==> config.mk <==
export PLATFORM = sky130hd
export DESIGN_NAME = fwd_hazard_ctrl_flat
export DESIGN_NICKNAME = d
export VERILOG_FILES = /design/src/rtl/fwd_hazard_ctrl_pkg.sv /design/src/rtl/fwd_hazard_ctrl_if.sv /design/src/rtl/fwd_hazard_ctrl_md_busy_timer.sv /design/src/rtl/fwd_hazard_ctrl.sv /design/src/flat_wrapper.sv
export SDC_FILE = /design/constraint.sdc
export NUM_CORES = 1
export LEC_CHECK = 0
export BUFFER_PORTS_ARGS = -buffer_cell sky130_fd_sc_hd__buf_4
export CAP_MARGIN = 20
export CORE_MARGIN = 2
export CORE_UTILIZATION = 30
export CTS_CLUSTER_DIAMETER = 60
export CTS_CLUSTER_SIZE = 8
export DETAILED_ROUTE_END_ITERATION = 8
export GPL_TIMING_DRIVEN = 0
export PLACE_DENSITY_LB_ADDON = 0.15
export SLEW_MARGIN = 5
export SYNTH_ARGS = -nofsm -noshare
export SYNTH_HDL_FRONTEND = slang
export SYNTH_HIERARCHICAL = 1
export SYNTH_SLANG_ARGS = --single-unit
export TNS_END_PERCENT = 10
==> constraint.sdc <==
create_clock -name clk -period 1.3 [get_ports clk]
set_input_delay 0.195 -clock clk [delete_from_list [all_inputs] [get_ports clk]]
set_output_delay 0.195 -clock clk [all_outputs]
set_load 0.01 [all_outputs]
==> src/rtl/fwd_hazard_ctrl_pkg.sv <==
// Shared pipeline-control constants: forwarding mux selects,
// mult/div FSM encoding and the $0 register index.
package cpu_ctrl_pkg;

  typedef logic [1:0] fwd_sel_t;
  typedef logic [4:0] reg_idx_t;

  localparam fwd_sel_t FWD_RF    = 2'b00;
  localparam fwd_sel_t FWD_EXMEM = 2'b01;
  localparam fwd_sel_t FWD_MEMWB = 2'b10;

  localparam logic [1:0] MD_IDLE = 2'd0;
  localparam logic [1:0] MD_BUSY = 2'd1;
  localparam logic [1:0] MD_DONE = 2'd2;

  localparam reg_idx_t REG_ZERO = 5'd0;

  // A load in EX has no result yet, so it never feeds EX/MEM.
  function automatic fwd_sel_t fwd_pick(
    input logic     ex_rw,
    input logic     ex_ld,
    input reg_idx_t ex_rd,
    input logic     mem_rw,
    input reg_idx_t mem_rd,
    input reg_idx_t rx
  );
    fwd_sel_t sel;
    sel = FWD_RF;
    if (ex_rw && !ex_ld && ex_rd != REG_ZERO &&
        ex_rd == rx)
      sel = FWD_EXMEM;
    else if (mem_rw && mem_rd != REG_ZERO &&
             mem_rd == rx)
      sel = FWD_MEMWB;
    return sel;
  endfunction

endpackage

==> src/rtl/fwd_hazard_ctrl_if.sv <==
// ID/EX/MEM register info in, forwarding selects and
// stall/mult-div status out.
interface fwd_hazard_ctrl_if #(
  parameter int CNT_W = 32
);
  import cpu_ctrl_pkg::*;

  reg_idx_t         id_rs;
  reg_idx_t         id_rt;
  logic             id_use_rs;
  logic             id_use_rt;
  logic             id_md_start;
  logic             id_use_hilo;
  reg_idx_t         ex_rd;
  logic             ex_regwrite;
  logic             ex_memread;
  reg_idx_t         mem_rd;
  logic             mem_regwrite;
  fwd_sel_t         fwd_a_sel;
  fwd_sel_t         fwd_b_sel;
  logic             stall;
  logic             flush_idex;
  logic             md_busy;
  logic             md_done;
  logic [CNT_W-1:0] stall_cnt;

  modport master (
    output id_rs, id_rt, id_use_rs, id_use_rt,
    output id_md_start, id_use_hilo,
    output ex_rd, ex_regwrite, ex_memread,
    output mem_rd, mem_regwrite,
    input  fwd_a_sel, fwd_b_sel, stall, flush_idex,
    input  md_busy, md_done, stall_cnt
  );

  modport slave (
    input  id_rs, id_rt, id_use_rs, id_use_rt,
    input  id_md_start, id_use_hilo,
    input  ex_rd, ex_regwrite, ex_memread,
    input  mem_rd, mem_regwrite,
    output fwd_a_sel, fwd_b_sel, stall, flush_idex,
    output md_busy, md_done, stall_cnt
  );

endinterface

==> src/rtl/fwd_hazard_ctrl_md_busy_timer.sv <==
// Mult/div sequencer: busy for MD_LAT cycles after an
// accepted start, then a one-cycle done pulse.
module md_busy_timer
  import cpu_ctrl_pkg::*;
#(
  parameter int MD_LAT = 32
) (
  input  logic clk,
  input  logic rst_n,
  input  logic start,
  output logic busy,
  output logic done
);

  localparam int CW = $clog2(MD_LAT);
  localparam logic [CW-1:0] LAST = CW'(MD_LAT - 1);

  logic [1:0]    state;
  logic [CW-1:0] cnt;

  always_ff @(posedge clk or negedge rst_n) begin
    if (!rst_n) begin
      state <= MD_IDLE;
      cnt   <= '0;
      busy  <= 1'b0;
      done  <= 1'b0;
    end else begin
      unique case (state)
        MD_IDLE: begin
          if (start) begin
            state <= MD_BUSY;
            cnt   <= LAST;
            busy  <= 1'b1;
          end
        end
        MD_BUSY: begin
          if (cnt == '0) begin
            state <= MD_DONE;
            busy  <= 1'b0;
            done  <= 1'b1;
          end else begin
            cnt <= cnt - 1'b1;
          end
        end
        MD_DONE: begin
          done <= 1'b0;
          // back-to-back op: skip idle, pulse already issued
          if (start) begin
            state <= MD_BUSY;
            cnt   <= LAST;
            busy  <= 1'b1;
          end else begin
            state <= MD_IDLE;
          end
        end
        default: begin
          state <= MD_IDLE;
          busy  <= 1'b0;
          done  <= 1'b0;
        end
      endcase
    end
  end

endmodule

==> src/rtl/fwd_hazard_ctrl.sv <==
// EX-stage forwarding selects, load-use and HI/LO stalls.
// Optional stall counter built when STALL_CNT_EN is defined.
module fwd_hazard_ctrl
  import cpu_ctrl_pkg::*;
#(
  parameter int MD_LAT = 32,
  parameter int CNT_W  = 32
) (
  input  logic             clk,
  input  logic             rst_n,
  fwd_hazard_ctrl_if.slave hz
);

  logic     ld_haz;
  logic     md_haz;
  logic     stall_w;
  logic     md_busy;
  logic     md_done;
  fwd_sel_t a_nxt;
  fwd_sel_t b_nxt;

  always_comb begin
    ld_haz = hz.ex_memread &&
             hz.ex_rd != REG_ZERO &&
             ((hz.id_use_rs && hz.ex_rd == hz.id_rs) ||
              (hz.id_use_rt && hz.ex_rd == hz.id_rt));
    md_haz  = md_busy && hz.id_use_hilo;
    stall_w = ld_haz || md_haz;
  end

  always_comb begin
    a_nxt = FWD_RF;
    b_nxt = FWD_RF;
    // a stalled slot becomes a bubble with no operands
    if (!stall_w) begin
      a_nxt = fwd_pick(hz.ex_regwrite, hz.ex_memread,
                       hz.ex_rd, hz.mem_regwrite,
                       hz.mem_rd, hz.id_rs);
      b_nxt = fwd_pick(hz.ex_regwrite, hz.ex_memread,
                       hz.ex_rd, hz.mem_regwrite,
                       hz.mem_rd, hz.id_rt);
    end
  end

  always_ff @(posedge clk or negedge rst_n) begin
    if (!rst_n) begin
      hz.fwd_a_sel <= FWD_RF;
      hz.fwd_b_sel <= FWD_RF;
    end else begin
      hz.fwd_a_sel <= a_nxt;
      hz.fwd_b_sel <= b_nxt;
    end
  end

  md_busy_timer #(
    .MD_LAT (MD_LAT)
  ) u_md (
    .clk   (clk),
    .rst_n (rst_n),
    .start (hz.id_md_start && !stall_w),
    .busy  (md_busy),
    .done  (md_done)
  );

  assign hz.stall      = stall_w;
  assign hz.flush_idex = stall_w;
  assign hz.md_busy    = md_busy;
  assign hz.md_done    = md_done;

`ifdef STALL_CNT_EN
  logic [CNT_W-1:0] cnt_q;

  always_ff @(posedge clk or negedge rst_n) begin
    if (!rst_n)
      cnt_q <= '0;
    else if (stall_w)
      cnt_q <= cnt_q + 1'b1;
  end

  assign hz.stall_cnt = cnt_q;
`else
  assign hz.stall_cnt = {CNT_W{1'b0}};
`endif

endmodule

==> src/flat_wrapper.sv <==
// flat-port wrapper written by rule: the top's interface ports become plain ports
module fwd_hazard_ctrl_flat import cpu_ctrl_pkg::*;
#(
  parameter int MD_LAT = 32,
  parameter int CNT_W  = 32
)
  (clk, rst_n, hz_id_rs, hz_id_rt, hz_id_use_rs, hz_id_use_rt, hz_id_md_start, hz_id_use_hilo, hz_ex_rd, hz_ex_regwrite, hz_ex_memread, hz_mem_rd, hz_mem_regwrite, hz_fwd_a_sel, hz_fwd_b_sel, hz_stall, hz_flush_idex, hz_md_busy, hz_md_done, hz_stall_cnt);
  fwd_hazard_ctrl_if #(.CNT_W(CNT_W)) hz_i ();
  input  logic clk;
  input  logic rst_n;
  input wire logic [$bits(hz_i.id_rs)-1:0] hz_id_rs;
  input wire logic [$bits(hz_i.id_rt)-1:0] hz_id_rt;
  input wire logic [$bits(hz_i.id_use_rs)-1:0] hz_id_use_rs;
  input wire logic [$bits(hz_i.id_use_rt)-1:0] hz_id_use_rt;
  input wire logic [$bits(hz_i.id_md_start)-1:0] hz_id_md_start;
  input wire logic [$bits(hz_i.id_use_hilo)-1:0] hz_id_use_hilo;
  input wire logic [$bits(hz_i.ex_rd)-1:0] hz_ex_rd;
  input wire logic [$bits(hz_i.ex_regwrite)-1:0] hz_ex_regwrite;
  input wire logic [$bits(hz_i.ex_memread)-1:0] hz_ex_memread;
  input wire logic [$bits(hz_i.mem_rd)-1:0] hz_mem_rd;
  input wire logic [$bits(hz_i.mem_regwrite)-1:0] hz_mem_regwrite;
  output wire logic [$bits(hz_i.fwd_a_sel)-1:0] hz_fwd_a_sel;
  output wire logic [$bits(hz_i.fwd_b_sel)-1:0] hz_fwd_b_sel;
  output wire logic [$bits(hz_i.stall)-1:0] hz_stall;
  output wire logic [$bits(hz_i.flush_idex)-1:0] hz_flush_idex;
  output wire logic [$bits(hz_i.md_busy)-1:0] hz_md_busy;
  output wire logic [$bits(hz_i.md_done)-1:0] hz_md_done;
  output wire logic [$bits(hz_i.stall_cnt)-1:0] hz_stall_cnt;
  assign hz_i.id_rs = hz_id_rs;
  assign hz_i.id_rt = hz_id_rt;
  assign hz_i.id_use_rs = hz_id_use_rs;
  assign hz_i.id_use_rt = hz_id_use_rt;
  assign hz_i.id_md_start = hz_id_md_start;
  assign hz_i.id_use_hilo = hz_id_use_hilo;
  assign hz_i.ex_rd = hz_ex_rd;
  assign hz_i.ex_regwrite = hz_ex_regwrite;
  assign hz_i.ex_memread = hz_ex_memread;
  assign hz_i.mem_rd = hz_mem_rd;
  assign hz_i.mem_regwrite = hz_mem_regwrite;
  assign hz_fwd_a_sel = hz_i.fwd_a_sel;
  assign hz_fwd_b_sel = hz_i.fwd_b_sel;
  assign hz_stall = hz_i.stall;
  assign hz_flush_idex = hz_i.flush_idex;
  assign hz_md_busy = hz_i.md_busy;
  assign hz_md_done = hz_i.md_done;
  assign hz_stall_cnt = hz_i.stall_cnt;
  fwd_hazard_ctrl #(.MD_LAT(MD_LAT), .CNT_W(CNT_W)) u_core (.clk(clk), .rst_n(rst_n), .hz(hz_i));
endmodule
==> Yosys cells after proc, flatten, opt, wreduce, memory -nomap -nowiden <==
Index checks and enable logic that the tools add are counted.
{ "classes": {"n_addsub": 1, "n_eq_ne": 10, "n_mux": 18, "bitwise_logic": 1, "reduce_logical": 27} }
{ "ops": {"columns": ["operator", "n"], "rows": [
  ["== test 5 bit", 4],
  ["two-way mux 2 bit", 8],
  ["logical AND 1 bit", 13],
  ["two-way mux 5 bit", 2],
  ["one-hot mux 5 bit (2 select lines)", 1],
  ["nonzero test 5 bit", 2],
  ["inequality test 2 bit (second input constant)", 3],
  ["one-hot mux 2 bit (3 select lines)", 1],
  ["AND reduction 2 bit", 3],
  ["zero test 5 bit", 1],
  ["subtractor 5 x 1 -> 5 bit (second input constant)", 1],
  ["two-way mux 1 bit", 4],
  ["one-hot mux 1 bit (2 select lines)", 2],
  ["AND reduction 3 bit", 1],
  ["== test 2 x 1 -> 1 bit (second input constant)", 1],
  ["== test 2 bit (second input constant)", 1],
  ["zero test 1 bit", 2],
  ["zero test 2 bit", 1],
  ["logical OR 1 bit", 2],
  ["inequality test 2 x 1 -> 1 bit (second input constant)", 1],
  ["nonzero test 2 bit", 1],
  ["OR reduction 2 bit", 1],
  ["inverter 1 bit", 1]
]} }
{ "word_totals": {"regBits": 13, "inputBits": 29, "elab_cells": 63} }

==> Logic depth before layout (Yosys ltp) <==
{ "depth": {"word_depth": 9, "mapped_depth": 7} }

==> Modules after synthesis <==
Netlist, hierarchy kept.
{ "by_module_without_submodules": {"columns": ["mod", "n_inst", "cells_each", "area_per_inst_um2"], "rows": [
  ["fwd_hazard_ctrl", 1, 85, 723.2],
  ["md_busy_timer", 1, 47, 447.9]
]} }

==> Worst setup path after synthesis <==
No wires, ideal clock.
{ "synth_timing": {"path_kind": "input -> register", "from": "input port hz_id_rs[1]", "to": "register u_core.u_md.cnt[0]", "setup_ns": 0.125, "t_arrival_ns": 1.307, "required_time_ns": 1.175, "path_slack_ns": -0.132, "path_stages": 7, "path_cell_list": "xor2_1 nor4b_2 nand4_2 o211ai_4 nor2_1 a21oi_1 mux2i_1"} }
{ "synth_via": {"elab_chain_cells": 9} }
{ "synth_rtl": {"columns": ["element", "line_no", "rtl"], "rows": [
  ["from (decl)", "flat_wrapper.sv:11", "input wire logic [$bits(hz_i.id_rs)-1:0] hz_id_rs;"],
  ["== test 5 bit", "fwd_hazard_ctrl.sv:25", "((hz.id_use_rs && hz.ex_rd == hz.id_rs) ||"],
  ["logical AND 1 bit", "fwd_hazard_ctrl.sv:25", null],
  ["logical OR 1 bit", "fwd_hazard_ctrl.sv:25", null],
  ["logical AND 1 bit", "fwd_hazard_ctrl.sv:24", "hz.ex_rd != REG_ZERO &&"],
  ["logical OR 1 bit", "fwd_hazard_ctrl.sv:28", "stall_w = ld_haz || md_haz;"],
  ["named net hz_flush_idex", "flat_wrapper.sv:25", "output wire logic [$bits(hz_i.flush_idex)-1:0] hz_flush_idex;"],
  ["zero test 1 bit", null, null],
  ["logical AND 1 bit", "fwd_hazard_ctrl.sv:60", ".start (hz.id_md_start && !stall_w),"],
  ["inequality test 2 x 1 -> 1 bit (no line)", null, null],
  ["AND reduction 3 bit (no line)", null, null],
  ["to (signal assigned)", "fwd_hazard_ctrl_md_busy_timer.sv:42", "cnt <= cnt - 1'b1;"],
  ["to (decl)", "fwd_hazard_ctrl_md_busy_timer.sv:19", "logic [CW-1:0] cnt;"]
]} }
The timed path passes the listed nets, and every way through them passes these cells.
A chain may end at the register's enable or synchronous reset.

==> Worst setup path after layout <==
{ "layout_timing": {"from": "input port hz_ex_rd[0]", "to": "output port hz_stall"} }
{ "layout_via": {"elab_chain_cells": 5, "elab_cells_between_ends": 9, "classes_between": "2 x eq/ne; 7 x reduce/logical"} }
{ "layout_rtl": {"columns": ["element", "line_no", "rtl"], "rows": [
  ["from (decl)", "flat_wrapper.sv:17", "input wire logic [$bits(hz_i.ex_rd)-1:0] hz_ex_rd;"],
  ["== test 5 bit (on tied branches)", "fwd_hazard_ctrl.sv:25, fwd_hazard_ctrl.sv:26", null],
  ["logical AND 1 bit (on tied branches)", "fwd_hazard_ctrl.sv:25, fwd_hazard_ctrl.sv:26", null],
  ["logical OR 1 bit", "fwd_hazard_ctrl.sv:25", null],
  ["logical AND 1 bit (*)", "fwd_hazard_ctrl.sv:24", null],
  ["logical OR 1 bit (*)", "fwd_hazard_ctrl.sv:28", null],
  ["to (decl)", "flat_wrapper.sv:24", "output wire logic [$bits(hz_i.stall)-1:0] hz_stall;"]
]} }
Every way passes the cells marked *; elsewhere a longest branch is shown, timed or not.

==> impl_metrics.json <==
{
  "r2r_end": "u_core/u_md/cnt[3]$_DFFE_PN0P_",
  "syn_avg_cell_area_um2": 8.87,
  "yosysWarningCount": 6,
  "synth_area_um2": 1170,
  "fin_ws_ns": -0.198,
  "synth-main-ff-cell": "dfrtp_1",
  "fillers": 379,
  "clk_pin_slew_ns": 0.05,
  "finalSetupViolCount": 10,
  "hold_depth": 4,
  "r2r_slack_ns": -0.19,
  "worst-r2r-cell-count": 5,
  "slowest_delay_ns": 0.23,
  "crit_arrival_ns": 1.30,
  "seqCellArea_um2": 325,
  "pre_cts_ws_ns": -0.425,
  "core_area_um2": 3720,
  "grt_pass1_wl_um": 4330,
  "wl_um": 2630,
  "vias_per_cell": 4.05,
  "die_height_um": 66.5,
  "io_pins": 69,
  "period_minus_slack_ns": 1.50,
  "cp_cell_sequence": "buf_4, xor2_1, nor3_2, nand3_2, o211ai_4, buf_6, buf_4",
  "cap_violations": 0,
  "synth_top_area_share_pct": 27.8,
  "antenna_found_initial": 0,
  "crit_slowest_cell": "o211ai_4",
  "grt_max_degree": 14,
  "ys_seq_elements": 13,
  "root_buffer": "clkbuf_8",
  "crit_fanout": 3,
  "p_per_area_nw_per_um2": 1110,
  "synth_area_leaders": "dfrtp_1 (28%), buf_4 (21%), xor2_1 (11%), xnor2_1 (3.7%), nor2_1 (3.5%)",
  "initial_core_util_pct": 31.5,
  "yosysSeqAreaShare_pct": 27.8,
  "insertion_delay_ns": 0.24,
  "ant_nets": 0,
  "diodes": 0,
  "drcViolationCount": 0,
  "violations": "negative setup slack",
  "final_cell_area_um2": 1750,
  "rsz0062_at_grt": "yes",
  "grt_overflow_total": 0,
  "worst-path-buf-inv": 3,
  "cts_tree": "yes",
  "crit_family": "simple AND/OR/NAND/NOR gates",
  "rows": 22,
  "dr.pass1.iters": 4,
  "skew_ns": 0.00161,
  "dp_hpwl_um": 2200,
  "crit_required_ns": 1.11,
  "synth_edf_count": 0,
  "cts_buffer_depth": 2,
  "hp-start": "hz_id_use_hilo",
  "drive_gt1_share_pct": 45.7,
  "worstSetupEndpointType": "output port",
  "ys_types": 35,
  "routedWlPerCell_um": 10.3,
  "drt_iter0_drc": 65,
  "place_area_um2": 1620,
  "hold_end": "u_core/hz.fwd_b_sel[0]$_DFF_PN0_",
  "gp_congestion": 0.842,
  "grt_pass1_vias": 1042,
  "postLayoutCoreUtil_pct": 47.2,
  "drv_slew": 0,
  "yosysMostFrequentCell": "buf_4",
  "hold_path.class": "input port to register",
  "die_x_um": 66.5,
  "die_area_um2": 4420,
  "syn_inst": 132,
  "status": "finished, violations left",
  "synth.top_cells.by_count": "buf_4 (33), xor2_1 (15), dfrtp_1 (13)",
  "yosysTopAreaCell": "dfrtp_1",
  "cts_made_buffers": 3,
  "reg2reg_from": "u_core/u_md/cnt[1]$_DFFE_PN0P_",
  "power_leakage_nw": 0.908,
  "cp_common_cell": "buf_4",
  "total_power_w": 0.00195,
  "cts_max_level": 1,
  "start_kind": "input port",
  "path_class": "input port to output port",
  "syn2layout_area_growth_pct": 49.8,
  "hold_viol": 0,
  "async_reset_ff_share_pct": 100,
  "port-buffer-count": 36,
  "multiInputGateArea_um2": 724,
  "fin_nets": 239,
  "grt_use_total_pct": 12.6,
  "peakVddDrop_v": 0.000500,
  "cts_sinks": 13,
  "clock.fmax_ghz": 0.668,
  "fin_crit_sh_pct": 115,
  "vias": 1036
}
==> metrics by stage <==
step,TNS [ns],cells,hold slack [ns]
after floorplan,-0.542,163,-0.101
after global placement,-3.17,247,0.0474
after detailed placement,-3.46,247,0.0513
after CTS,-1.29,255,0.310
after global routing,-1.92,256,0.300
final,-1.24,256,0.264
==> worst reg2reg max path, cell delays in order, from the launching register on <==
cell	delay, ns
dfrtp_1	0.40
inv_2	0.08
ha_4	0.13
or4b_4	0.51
nand4_1	0.11
o221ai_1	0.11
==> how the worst max path moves through the flow <==
| stage | from | endpoint | slack [ns] | cells after the start |
|---|---|---|---|---|
| 6_report | hz_ex_rd[0] | hz_stall | -0.20 | 7 |
| 5_1_grt | u_core/u_md/cnt[0]$_DFFE_PN0P_ | u_core/u_md/cnt[3]$_DFFE_PN0P_ | -0.25 | 5 |
| 4_1_cts | u_core/u_md/cnt[1]$_DFFE_PN0P_ | u_core/u_md/cnt[3]$_DFFE_PN0P_ | -0.20 | 5 |
| 3_5_place_dp | hz_ex_rd[4] | u_core/u_md/cnt[1]$_DFFE_PN0P_ | -0.43 | 8 |
| 2_1_floorplan | u_core/u_md/cnt[0]$_DFFE_PN0P_ | u_core/u_md/cnt[3]$_DFFE_PN0P_ | -0.12 | 5 |
| 3_3_place_gp | hz_ex_rd[3] | u_core/u_md/cnt[0]$_DFFE_PN0P_ | -0.37 | 8 |
==> cells in the final DEF (no fill, tap or decap), types with 2 or more instances in the layout <==
cell and count:
nor4_1 3, nand3_2 2, nor4_2 2, inv_1 6
nand2_1 3, buf_4 72, conb_1 32, nand4_1 3
xor2_1 15, clkbuf_8 3, nor2_1 10, nor3_1 3
nor3_2 2, inv_2 2, dfrtp_1 13, nor4b_2 2
clkbuf_1 3, a21oi_1 3, o21ai_0 3, xnor2_1 4
==> routing by layer <==
metal  vias up  track usage [%]  wire [um]
li1        535                -          -
met3         2             2.20        187
met4         0             3.06         19
met5         -                0          0
met2        46             23.0       1290
met1       453             15.1       1130
==> layout make-up <==
class                      count  share of cell area, %
clock buffer                   4                   2.57
buffer                        35                   14.8
tap                           48                   3.42
timing repair buffer          41                   17.7
sequential                    13                   18.5
inverter                       8                   1.71
multi-input combinational    107                   41.3
==> report_power, final <==
group          internal, W  switching [W]  leakage (nW)
Combinational     0.000488       0.000465         0.726
Clock             0.000217       0.000148        0.0228
Sequential        0.000518       0.000116         0.159
Total              0.00122       0.000729         0.908
==> logic make-up (layout without fill, tap and decap cells) <==
kind of cell	count (synthesis)	after routing	share of synthesized area [%]
mux	1	1	0.855
simple gates	39	39	21.7
fa+ha+maj	1	1	1.07
buf+inv	43	88	24.4
flops	13	13	27.8
other cells	1	32	0.320
compound gates	14	14	8.97
xor+xnor	20	20	15.0
==> state kept, by name, indices dropped and copies added, names as in the netlist <==
register and count:
u_core/hz.fwd_b_sel 2, u_core/u_md/done 1, u_core/hz.fwd_a_sel 2, u_core/u_md/cnt 5, u_core/u_md/state 2, u_core/u_md/busy 1
==> timing repair <==
item / CTS / global route
endpoints found under the setup margin: 10 / 12
pin swaps: 7 / 2
resized for setup: 7 / 3
hold buffers: 1 / 0
hold endpoints to repair: 13 / 0
buffers inserted: 3 / 1
Power figures use the tool's default switching activity.
